==> src/rtl/race_sequencer.sv <==
// Game-phase controller for the road: countdown, race, crash and end-of-game sequencing,
// button gating toward the speed block, distance integration, fuel, lives and turbo budget.
module race_sequencer #(
  parameter int unsigned STEP_FRAMES  = 30,
  parameter int unsigned CRASH_FRAMES = 60,
  parameter int unsigned FUEL_MAX     = 255,
  parameter int unsigned BURN_FRAMES  = 30,
  parameter int unsigned FUEL_BONUS   = 40,
  parameter int unsigned LIVES        = 3,
  parameter int unsigned TRACK_LEN    = 20000,
  parameter int unsigned TURBO_FRAMES = 90,
  parameter int unsigned TURBO_COOL   = 150
) (
  input  logic        clk,
  input  logic        reset,
  input  logic        startOfFrame,
  input  logic        start_button,
  input  logic        gas_button,
  input  logic        brake_button,
  input  logic        turbo_button,
  input  logic        car_collision,
  input  logic        fuel_pickup,
  input  logic [3:0]  road_speed,
  output logic        gas_out,
  output logic        brake_out,
  output logic        turbo_out,
  output logic        stop_road,
  output logic [2:0]  game_state,
  output logic [1:0]  countdown_digit,
  output logic [7:0]  fuel_level,
  output logic [15:0] distance,
  output logic [1:0]  lives_left,
  output logic        crash_blink
);

  typedef enum logic [2:0] {
    S_IDLE      = 3'd0,
    S_COUNTDOWN = 3'd1,
    S_RACE      = 3'd2,
    S_CRASH     = 3'd3,
    S_FINISH    = 3'd4,
    S_GAME_OVER = 3'd5
  } state_t;

  localparam int unsigned CD_FRAMES = 3 * STEP_FRAMES;
  localparam int unsigned FR_W = $clog2(CD_FRAMES + 1);
  // crash_cnt needs bit 2 for the blink even with a tiny CRASH_FRAMES
  localparam int unsigned CR_W = ($clog2(CRASH_FRAMES + 1) < 3) ? 3 : $clog2(CRASH_FRAMES + 1);
  localparam int unsigned BU_W = $clog2(BURN_FRAMES + 1);
  localparam int unsigned TU_W = $clog2(TURBO_FRAMES + 1);
  localparam int unsigned CO_W = $clog2(TURBO_COOL + 1);

  state_t          state_reg;
  logic [FR_W-1:0] frame_cnt_reg;
  logic [CR_W-1:0] crash_cnt_reg;
  logic [BU_W-1:0] burn_cnt_reg;
  logic [TU_W-1:0] turbo_cnt_reg;
  logic [CO_W-1:0] cool_cnt_reg;
  logic            cooldown_reg;
  logic [7:0]      fuel_reg;
  logic [15:0]     dist_reg;
  logic [1:0]      lives_reg;
  logic            coll_latch_reg;
  logic            pick_latch_reg;

  logic        coll_evt, pick_evt, dist_hit, burn_wrap, start_game;
  logic [16:0] dist_sum;
  logic [15:0] dist_next;
  logic [8:0]  fuel_sum, fuel_diff, burn_amt;
  logic [7:0]  fuel_picked, fuel_next;

  assign gas_out    = gas_button & (state_reg == S_RACE) & (fuel_reg != 8'd0);
  assign brake_out  = brake_button & (state_reg == S_RACE);
  assign turbo_out  = turbo_button & gas_out & ~cooldown_reg & (turbo_cnt_reg < TU_W'(TURBO_FRAMES));
  assign stop_road  = (state_reg != S_RACE);
  assign game_state = state_reg;
  assign fuel_level = fuel_reg;
  assign distance   = dist_reg;
  assign lives_left = lives_reg;
  assign crash_blink = (state_reg == S_CRASH) & crash_cnt_reg[2];

  always_comb begin
    countdown_digit = 2'd0;
    if (state_reg == S_COUNTDOWN) begin
      if (frame_cnt_reg < FR_W'(STEP_FRAMES))          countdown_digit = 2'd3;
      else if (frame_cnt_reg < FR_W'(2 * STEP_FRAMES)) countdown_digit = 2'd2;
      else                                             countdown_digit = 2'd1;
    end
  end

  // Next-frame arithmetic, widened so the clamps see the true sum/difference
  always_comb begin
    coll_evt  = coll_latch_reg | car_collision;
    pick_evt  = pick_latch_reg | fuel_pickup;
    dist_sum  = {1'b0, dist_reg} + {13'd0, road_speed};
    dist_hit  = (dist_sum >= 17'(TRACK_LEN));
    dist_next = dist_hit ? 16'(TRACK_LEN) : dist_sum[15:0];
    fuel_sum  = {1'b0, fuel_reg} + 9'(FUEL_BONUS);
    if (!pick_evt)                   fuel_picked = fuel_reg;
    else if (fuel_sum > 9'(FUEL_MAX)) fuel_picked = 8'(FUEL_MAX);
    else                             fuel_picked = fuel_sum[7:0];
    burn_wrap = gas_out & (burn_cnt_reg == BU_W'(BURN_FRAMES - 1));
    burn_amt  = turbo_out ? 9'd2 : 9'd1;
    fuel_diff = {1'b0, fuel_picked} - burn_amt;
    if (!burn_wrap)        fuel_next = fuel_picked;
    else if (fuel_diff[8]) fuel_next = 8'd0;
    else                   fuel_next = fuel_diff[7:0];
    start_game = startOfFrame & start_button &
                 ((state_reg == S_IDLE) | (state_reg == S_FINISH) | (state_reg == S_GAME_OVER));
  end

  always_ff @(posedge clk) begin
    if (reset || start_game) begin
      state_reg      <= reset ? S_IDLE : S_COUNTDOWN;
      frame_cnt_reg  <= '0;
      crash_cnt_reg  <= '0;
      burn_cnt_reg   <= '0;
      turbo_cnt_reg  <= '0;
      cool_cnt_reg   <= '0;
      cooldown_reg   <= 1'b0;
      fuel_reg       <= 8'(FUEL_MAX);
      dist_reg       <= 16'd0;
      lives_reg      <= 2'(LIVES);
      coll_latch_reg <= 1'b0;
      pick_latch_reg <= 1'b0;
    end else if (!startOfFrame) begin
      coll_latch_reg <= coll_latch_reg | car_collision;
      pick_latch_reg <= pick_latch_reg | fuel_pickup;
    end else begin
      coll_latch_reg <= 1'b0;
      pick_latch_reg <= 1'b0;
      case (state_reg)
        S_COUNTDOWN: begin
          if (frame_cnt_reg == FR_W'(CD_FRAMES - 1)) begin
            state_reg     <= S_RACE;
            frame_cnt_reg <= '0;
          end else begin
            frame_cnt_reg <= frame_cnt_reg + 1'b1;
          end
        end
        S_RACE: begin
          // Turbo budget runs alongside the main race priorities
          if (cooldown_reg) begin
            if (cool_cnt_reg == CO_W'(TURBO_COOL - 1)) begin
              cooldown_reg  <= 1'b0;
              cool_cnt_reg  <= '0;
              turbo_cnt_reg <= '0;
            end else begin
              cool_cnt_reg <= cool_cnt_reg + 1'b1;
            end
          end else if (!turbo_button) begin
            turbo_cnt_reg <= '0;
          end else if (turbo_out) begin
            turbo_cnt_reg <= turbo_cnt_reg + 1'b1;
            if (turbo_cnt_reg == TU_W'(TURBO_FRAMES - 1)) begin
              cooldown_reg <= 1'b1;
              cool_cnt_reg <= '0;
            end
          end
          dist_reg <= dist_next;
          if (dist_hit) begin
            state_reg <= S_FINISH;
          end else if (coll_evt) begin
            lives_reg     <= (lives_reg == 2'd0) ? 2'd0 : lives_reg - 2'd1;
            crash_cnt_reg <= '0;
            state_reg     <= (lives_reg <= 2'd1) ? S_GAME_OVER : S_CRASH;
          end else begin
            if (gas_out) burn_cnt_reg <= burn_wrap ? '0 : burn_cnt_reg + 1'b1;
            fuel_reg <= fuel_next;
            if ((fuel_next == 8'd0) && (road_speed == 4'd0)) state_reg <= S_GAME_OVER;
          end
        end
        S_CRASH: begin
          dist_reg <= dist_next;
          if (crash_cnt_reg == CR_W'(CRASH_FRAMES - 1)) begin
            crash_cnt_reg <= '0;
            state_reg     <= S_RACE;
          end else begin
            crash_cnt_reg <= crash_cnt_reg + 1'b1;
          end
        end
        default: ;
      endcase
    end
  end

endmodule

==> config.mk <==
export PLATFORM = sky130hd
export DESIGN_NAME = race_sequencer
export DESIGN_NICKNAME = d
export VERILOG_FILES = /design/src/rtl/race_sequencer.sv
export SDC_FILE = /design/constraint.sdc
export NUM_CORES = 1
export LEC_CHECK = 0
export ABC_AREA = 1
export CAP_MARGIN = 10
export CORE_ASPECT_RATIO = 1.4
export CORE_MARGIN = 4
export CORE_UTILIZATION = 45
export DETAILED_ROUTE_END_ITERATION = 8
export PLACE_DENSITY_LB_ADDON = 0.3
export SLEW_MARGIN = 20
export SYNTH_ARGS = -nofsm -noshare
export SYNTH_HDL_FRONTEND = slang
export SYNTH_SLANG_ARGS = --single-unit
==> constraint.sdc <==
create_clock -name clk -period 2.7 [get_ports clk]
set_clock_uncertainty 0.05 [all_clocks]
set_input_delay 0.27 -clock clk [delete_from_list [all_inputs] [get_ports clk]]
set_output_delay 0.27 -clock clk [all_outputs]
set_load 0.01 [all_outputs]
Yosys cells after proc, flatten, opt, wreduce, memory -nomap -nowiden

Cells that the tools add are included.

Register bits after elaboration: 65
Bits of input ports: 13
Logic and storage cells: 127

Add/subtract/negate cells: 9
Magnitude comparators: 6
Eq/ne operators: 18
Muxes and demuxes: 40
Bitwise gates (word level): 17
Reductions and logical operators: 25

Operator list:

| operator                                                                               | count |
|---|---|
| 8-bit two-way mux                                                                      | 9 |
| 7-bit two-way mux                                                                      | 5 |
| 3-bit two-way mux                                                                      | 8 |
| 6-bit two-way mux                                                                      | 3 |
| 16-bit by 4-bit adder with 17-bit output                                               | 1 |
| 17-bit by 15-bit greater-or-equal comparator with 1-bit output (second input constant) | 1 |
| 16-bit two-way mux                                                                     | 1 |
| 4-bit AND reduction                                                                    | 4 |
| 5-bit AND reduction                                                                    | 3 |
| 7-bit by 1-bit adder with 7-bit output (second input constant)                         | 2 |
| 7-bit equality test (second input constant)                                            | 2 |
| 6-bit one-hot mux with 2 select lines                                                  | 1 |
| 1-bit bitwise AND                                                                      | 10 |
| 2-bit two-way mux                                                                      | 5 |
| 2-bit nonzero test                                                                     | 5 |
| 8-bit by 6-bit adder with 9-bit output (second input constant)                         | 1 |
| 9-bit by 8-bit > comparator with 1-bit output (second input constant)                  | 1 |
| 3-bit by 1-bit inequality test with 1-bit output (second input constant)               | 3 |
| 3-bit one-hot mux with 3 select lines                                                  | 1 |
| 8-bit by 2-bit subtractor with 9-bit output                                            | 1 |
| 8-bit by 1-bit adder with 8-bit output (second input constant)                         | 1 |
| 8-bit equality test (second input constant)                                            | 1 |
| 8-bit logical NOT                                                                      | 1 |
| 8-bit nonzero test                                                                     | 1 |
| 28 further kinds                                                                       | 44 |

Logic depth before layout (Yosys ltp)

Depth in word-level cells: 18
Mapped depth: 24
Gate-level depth less buffers: 23

Worst setup path after synthesis

Ideal clock, no wire load.

Path type: register -> register
From: register fuel_reg[3] (netlist: fuel_level[3])
To: register state_reg[0] (netlist: game_state[0]), enable pin
Library setup time: 0.327 ns
Data arrival time: 2.743 ns
Required time: 2.323 ns
Slack: -0.420 ns
Cell stages (with the launch flop): 25
Buffers on the path: 1
Clock period less this slack: 3.120 ns
Cells stage by stage: dfxtp_1 -> inv_2 -> ha_1 -> inv_1 -> nand2_1 -> nand3_1 -> nor2_1 -> nand2_1 -> nand2_1 -> nand2_1 -> buf_4 -> nand2_1 -> inv_1 -> fa_1 -> inv_1 -> nor2_1 -> inv_1 -> nand3_1 -> nand2_1 -> inv_1 -> o21ai_0 -> nand3_1 -> nor2_1 -> nand2_1 -> a21oi_1

Word-level cells in the longest chain between the ends: 13
Elaborated cells between the ends (all ways): 18

RTL lines:

| element                                                                                        | RTL line | RTL |
|---|---|---|
| start: declaration                                                                             | 60       | `logic [7:0] fuel_reg;` |
| start signal: assignment                                                                       | 121      | `fuel_reg <= 8'(FUEL_MAX);` |
| start signal: assignment                                                                       | 169      | `fuel_reg <= fuel_next;` |
| parallel branches: the longest is 8 deep, another holds 8-bit by 6-bit adder with 9-bit output | --       |  |
| 8-bit two-way mux *                                                                            | 105      | `if (!burn_wrap) fuel_next = fuel_picked;` |
| 8-bit logical NOT *                                                                            | 170      | `if ((fuel_next == 8'd0) && (road_speed == 4'd0)) state_reg <= S_GAME_OVER;` |
| 1-bit logical AND *                                                                            | 170      |  |
| 5-bit by 3-bit inequality test with 1-bit output (no line) *                                   | --       |  |
| 5-bit AND reduction (no line) *                                                                | --       |  |
| end signal: assignment                                                                         | 114      | `state_reg <= reset ? S_IDLE : S_COUNTDOWN;` |
| end signal: assignment                                                                         | 166      | `state_reg <= (lives_reg <= 2'd1) ? S_GAME_OVER : S_CRASH;` |
| end: declaration                                                                               | 53       | `state_t state_reg;` |

Mark *: on every way between the ends.
A chain may end at the register's enable or synchronous reset.

Final worst setup path

Ends and elaborated chain as after synthesis.

==> impl_metrics.json <==
{
  "status": "finished with violations",
  "violations": "negative setup slack",
  "synth_seq_cells": 65,
  "relSlewSlack_pct": 24.8,
  "cp.arrival_ns": 3.17,
  "timing.final.max_slew_violations": 0,
  "diodes": 0,
  "hold_violations": 0,
  "synth_area_leaders": "dfxtp_1 (29%), nand2_1 (12%), inv_1 (8.7%)",
  "synthArstFlopShare_pct": 0,
  "synth_cells": 645,
  "synth_seq_area_share_pct": 31.2,
  "place_inst": 876,
  "wirelength_microns": 13400,
  "seqCellArea_sq_um": 1340,
  "grt_pass1_vias": 4817,
  "rsz0062_at_grt": "true",
  "worst_setup_path_end_kind": "register",
  "ys_top_cells_by_count": "nand2_1 (140), inv_1 (99), nor2_1 (69)",
  "p_int_mw": 2.02,
  "grt_usage_pct": 22.5,
  "cp.required_ns": 2.69,
  "synth_top_area_cell": "dfxtp_1",
  "r2r_end": "game_state[0]",
  "p_clk_share_pct": 36.3,
  "drc": 0,
  "synth.net_count": 678,
  "numCtsBuffers": 9,
  "fin_nets": 832,
  "power_density_nw_per_um2": 450,
  "nFillCells": 720,
  "cts.sinks": 65,
  "io_buffers": 48,
  "cp_num_buf_inv": 3,
  "max_stage_delay_ns": 0.39,
  "seqPwrFrac_pct": 36.6,
  "ir_worst_vdd_mv": 0.441,
  "p_leak_nw": 2.86,
  "die_w_microns": 90.3,
  "floorplan.initialDensity_pct": 46.7,
  "hold_buffers": 0,
  "switchingPower_mw": 0.901,
  "syn-cell-area_sq_um": 4260,
  "path_clk_slew_ns": 0.06,
  "grt-ovfl-total": 0,
  "final_cells": 911,
  "grt_pass1_wl_microns": 20500,
  "synth_warnings": 0,
  "r2r-start": "fuel_level[3]",
  "crit_path_end": "game_state[0]",
  "worst_slack_ns": -0.484,
  "yosysMostFrequentCell": "nand2_1",
  "max_clock_freq_mhz": 314,
  "die_y_microns": 123,
  "clockBufferDepth": 2,
  "drtPass1Iterations": 5,
  "hold_class": "register to register",
  "ant_nets": 0,
  "synth_top_area_share_pct": 29.1,
  "ys.flop_type": "dfxtp_1",
  "ys_types": 44,
  "antenna_found_initial": 0,
  "tightest_slew_ns": 1.12,
  "critPathKind": "register to register",
  "multi_input_area_sq_um": 3020,
  "drt_iter0_drc": 246,
  "whs_path_depth": 2,
  "worstPathCellList": "inv_4 > ha_4 > inv_2 > nand2_1 > nand3_1 > nor2_1 > nand2_2 > nand2_4 > nand2_4 > nand2_4 > ha_4 > inv_2 > o21bai_1 > nor2_2 > nand3_2 > nor2_4 > nand3_2 > nand3_2 > nand3_2 > nor2_1 > nand2_1 > a21oi_2",
  "vias": 4946,
  "grt_max_degree": 36,
  "fin_tns_setup_ns": -2.48,
  "cp-start-kind": "register",
  "finalSetupViolCount": 22,
  "via_per_inst": 5.43,
  "slowest_stage": "dfxtp_4",
  "dp_hpwl_microns": 9000,
  "cp.depth": 22,
  "crit_top_cell": "nand3_2",
  "stdcell_area_sq_um": 6490,
  "crit_start": "fuel_level[3]",
  "place_area_sq_um": 5570,
  "core_area_sq_um": 9130,
  "die_area_sq_um": 11100,
  "path_max_fanout": 4,
  "p_comb_share_pct": 27.1,
  "cts-htree-levels": 3,
  "root_buffer": "clkbuf_16",
  "fin_hold_ws_ns": 0.434,
  "largest_reg_flops": 16,
  "worstSkewPairLatency_ns": 0.34,
  "synth-edff-count": 3,
  "cts_tree": "done",
  "max_cap_violations": 0,
  "area_growth_pct": 52.3,
  "power.share.switching_pct": 30.8,
  "period_minus_slack_ns": 3.18,
  "period_share_pct": 118,
  "crit_family": "simple AND/OR/NAND/NOR gates",
  "drive_gt1_share_pct": 32.2,
  "rrSetupSlack_ns": -0.48,
  "synth_area_per_cell_sq_um": 6.61,
  "ios": 49,
  "row_count": 41,
  "wl_per_cell_microns": 14.7,
  "place.gp.congestion": 0.943,
  "r2r_cells": 22
}
-- placed cells by master, fill, tap and decap left out, drive strengths merged, types with 13 or more instances in the layout --
cell           instances
xor2                  17
buf                  103
o21ai                 30
nand4                 15
clkbuf                13
a21oi                 38
nor2                  78
nand2                145
nor3                  15
dfxtp                 62
inv                  106
ha                    18
clkdlybuf4s50         47
nand3                 64
-- worst min path at each step --
stage	start	to	slack, ns
5_1_grt	cooldown_reg	cooldown_reg	0.46
4_1_cts	cooldown_reg	cooldown_reg	0.43
3_3_place_gp	cooldown_reg	cooldown_reg	0.42
3_5_place_dp	cooldown_reg	cooldown_reg	0.42
6_report	cooldown_reg	cooldown_reg	0.43
2_1_floorplan	startOfFrame	coll_latch_reg	0.30
-- stage by stage --
| stage | power (mW) | utilization (%) | setup slack [ns] |
|---|---|---|---|
| 6_report | 2.93 | 71.1 | -0.484 |
| 5_1_grt | 3.05 | 71.1 | -0.638 |
| 4_1_cts | 2.84 | 66.1 | -0.333 |
| 3_5_place_dp | 1.73 | 61.0 | -0.597 |
| 3_3_place_gp | 1.72 | 61.0 | -0.513 |
| 2_1_floorplan | 1.41 | - | -0.164 |
-- kinds of logic (layout without fill, tap and decap cells) --
family                   count (synthesis)  in the layout  synth area share [%]
buffers and inverters                  116            274                  10.7
XOR/XNOR                                18             18                  3.70
adder cells (fa/ha/maj)                 20             20                  6.22
AO/OA/AOI/OAI                           93             93                  12.6
AND/OR/NAND/NOR                        333            334                  35.6
flip-flops                              65             65                  31.2
-- final cells by class --
cell class	instances	share of cell area [%]
clock buffer	13	3.85
multi-input combinational	465	46.4
inverter	107	6.26
timing repair buffer	151	20.5
clock inverter	3	0.270
tap	107	2.06
sequential	65	20.7
-- layer usage --
metal | track usage, % | up-vias | part of all wire (%)
met5 | 0 | - | 0
met4 | 11.3 | 0 | 4.0
met3 | 3.35 | 43 | 4.1
met2 | 44.4 | 180 | 54
met1 | 22.9 | 2314 | 38
li1 | - | 2409 | -
-- power by group through the flow --
| stage | Combinational [mW] | Sequential [mW] | Clock [mW] |
|---|---|---|---|
| global route | 0.855 | 1.07 | 1.12 |
| finish | 0.794 | 1.07 | 1.06 |
| CTS | 0.702 | 1.07 | 1.08 |
| global placement | 0.639 | 1.08 | 0 |
| floorplan | 0.326 | 1.09 | 0 |
| detailed placement | 0.651 | 1.08 | 0 |
-- repair_timing --
action / 4_1_cts / 5_1_grt
hold endpoints to repair: 0 / 0
resized for setup: 33 / 101
buffers inserted: 9 / 12
pin swaps: 21 / 50
gates cloned: 1 / 0
setup endpoints to repair: 40 / 42
-- worst reg2reg max path, cell delays in order (launching register included) --
cell and delay, ns:
dfxtp_4 0.39, inv_4 0.05, ha_4 0.26, inv_2 0.03
nand2_1 0.05, nand3_1 0.07, nor2_1 0.15, nand2_2 0.08
nand2_4 0.09, nand2_4 0.06, nand2_4 0.09, ha_4 0.21
inv_2 0.04, o21bai_1 0.08, nor2_2 0.17, nand3_2 0.12
nor2_4 0.14, nand3_2 0.09, nand3_2 0.11, nand3_2 0.07
nor2_1 0.16, nand2_1 0.11, a21oi_2 0.21
(Power assumes the default switching activity.)
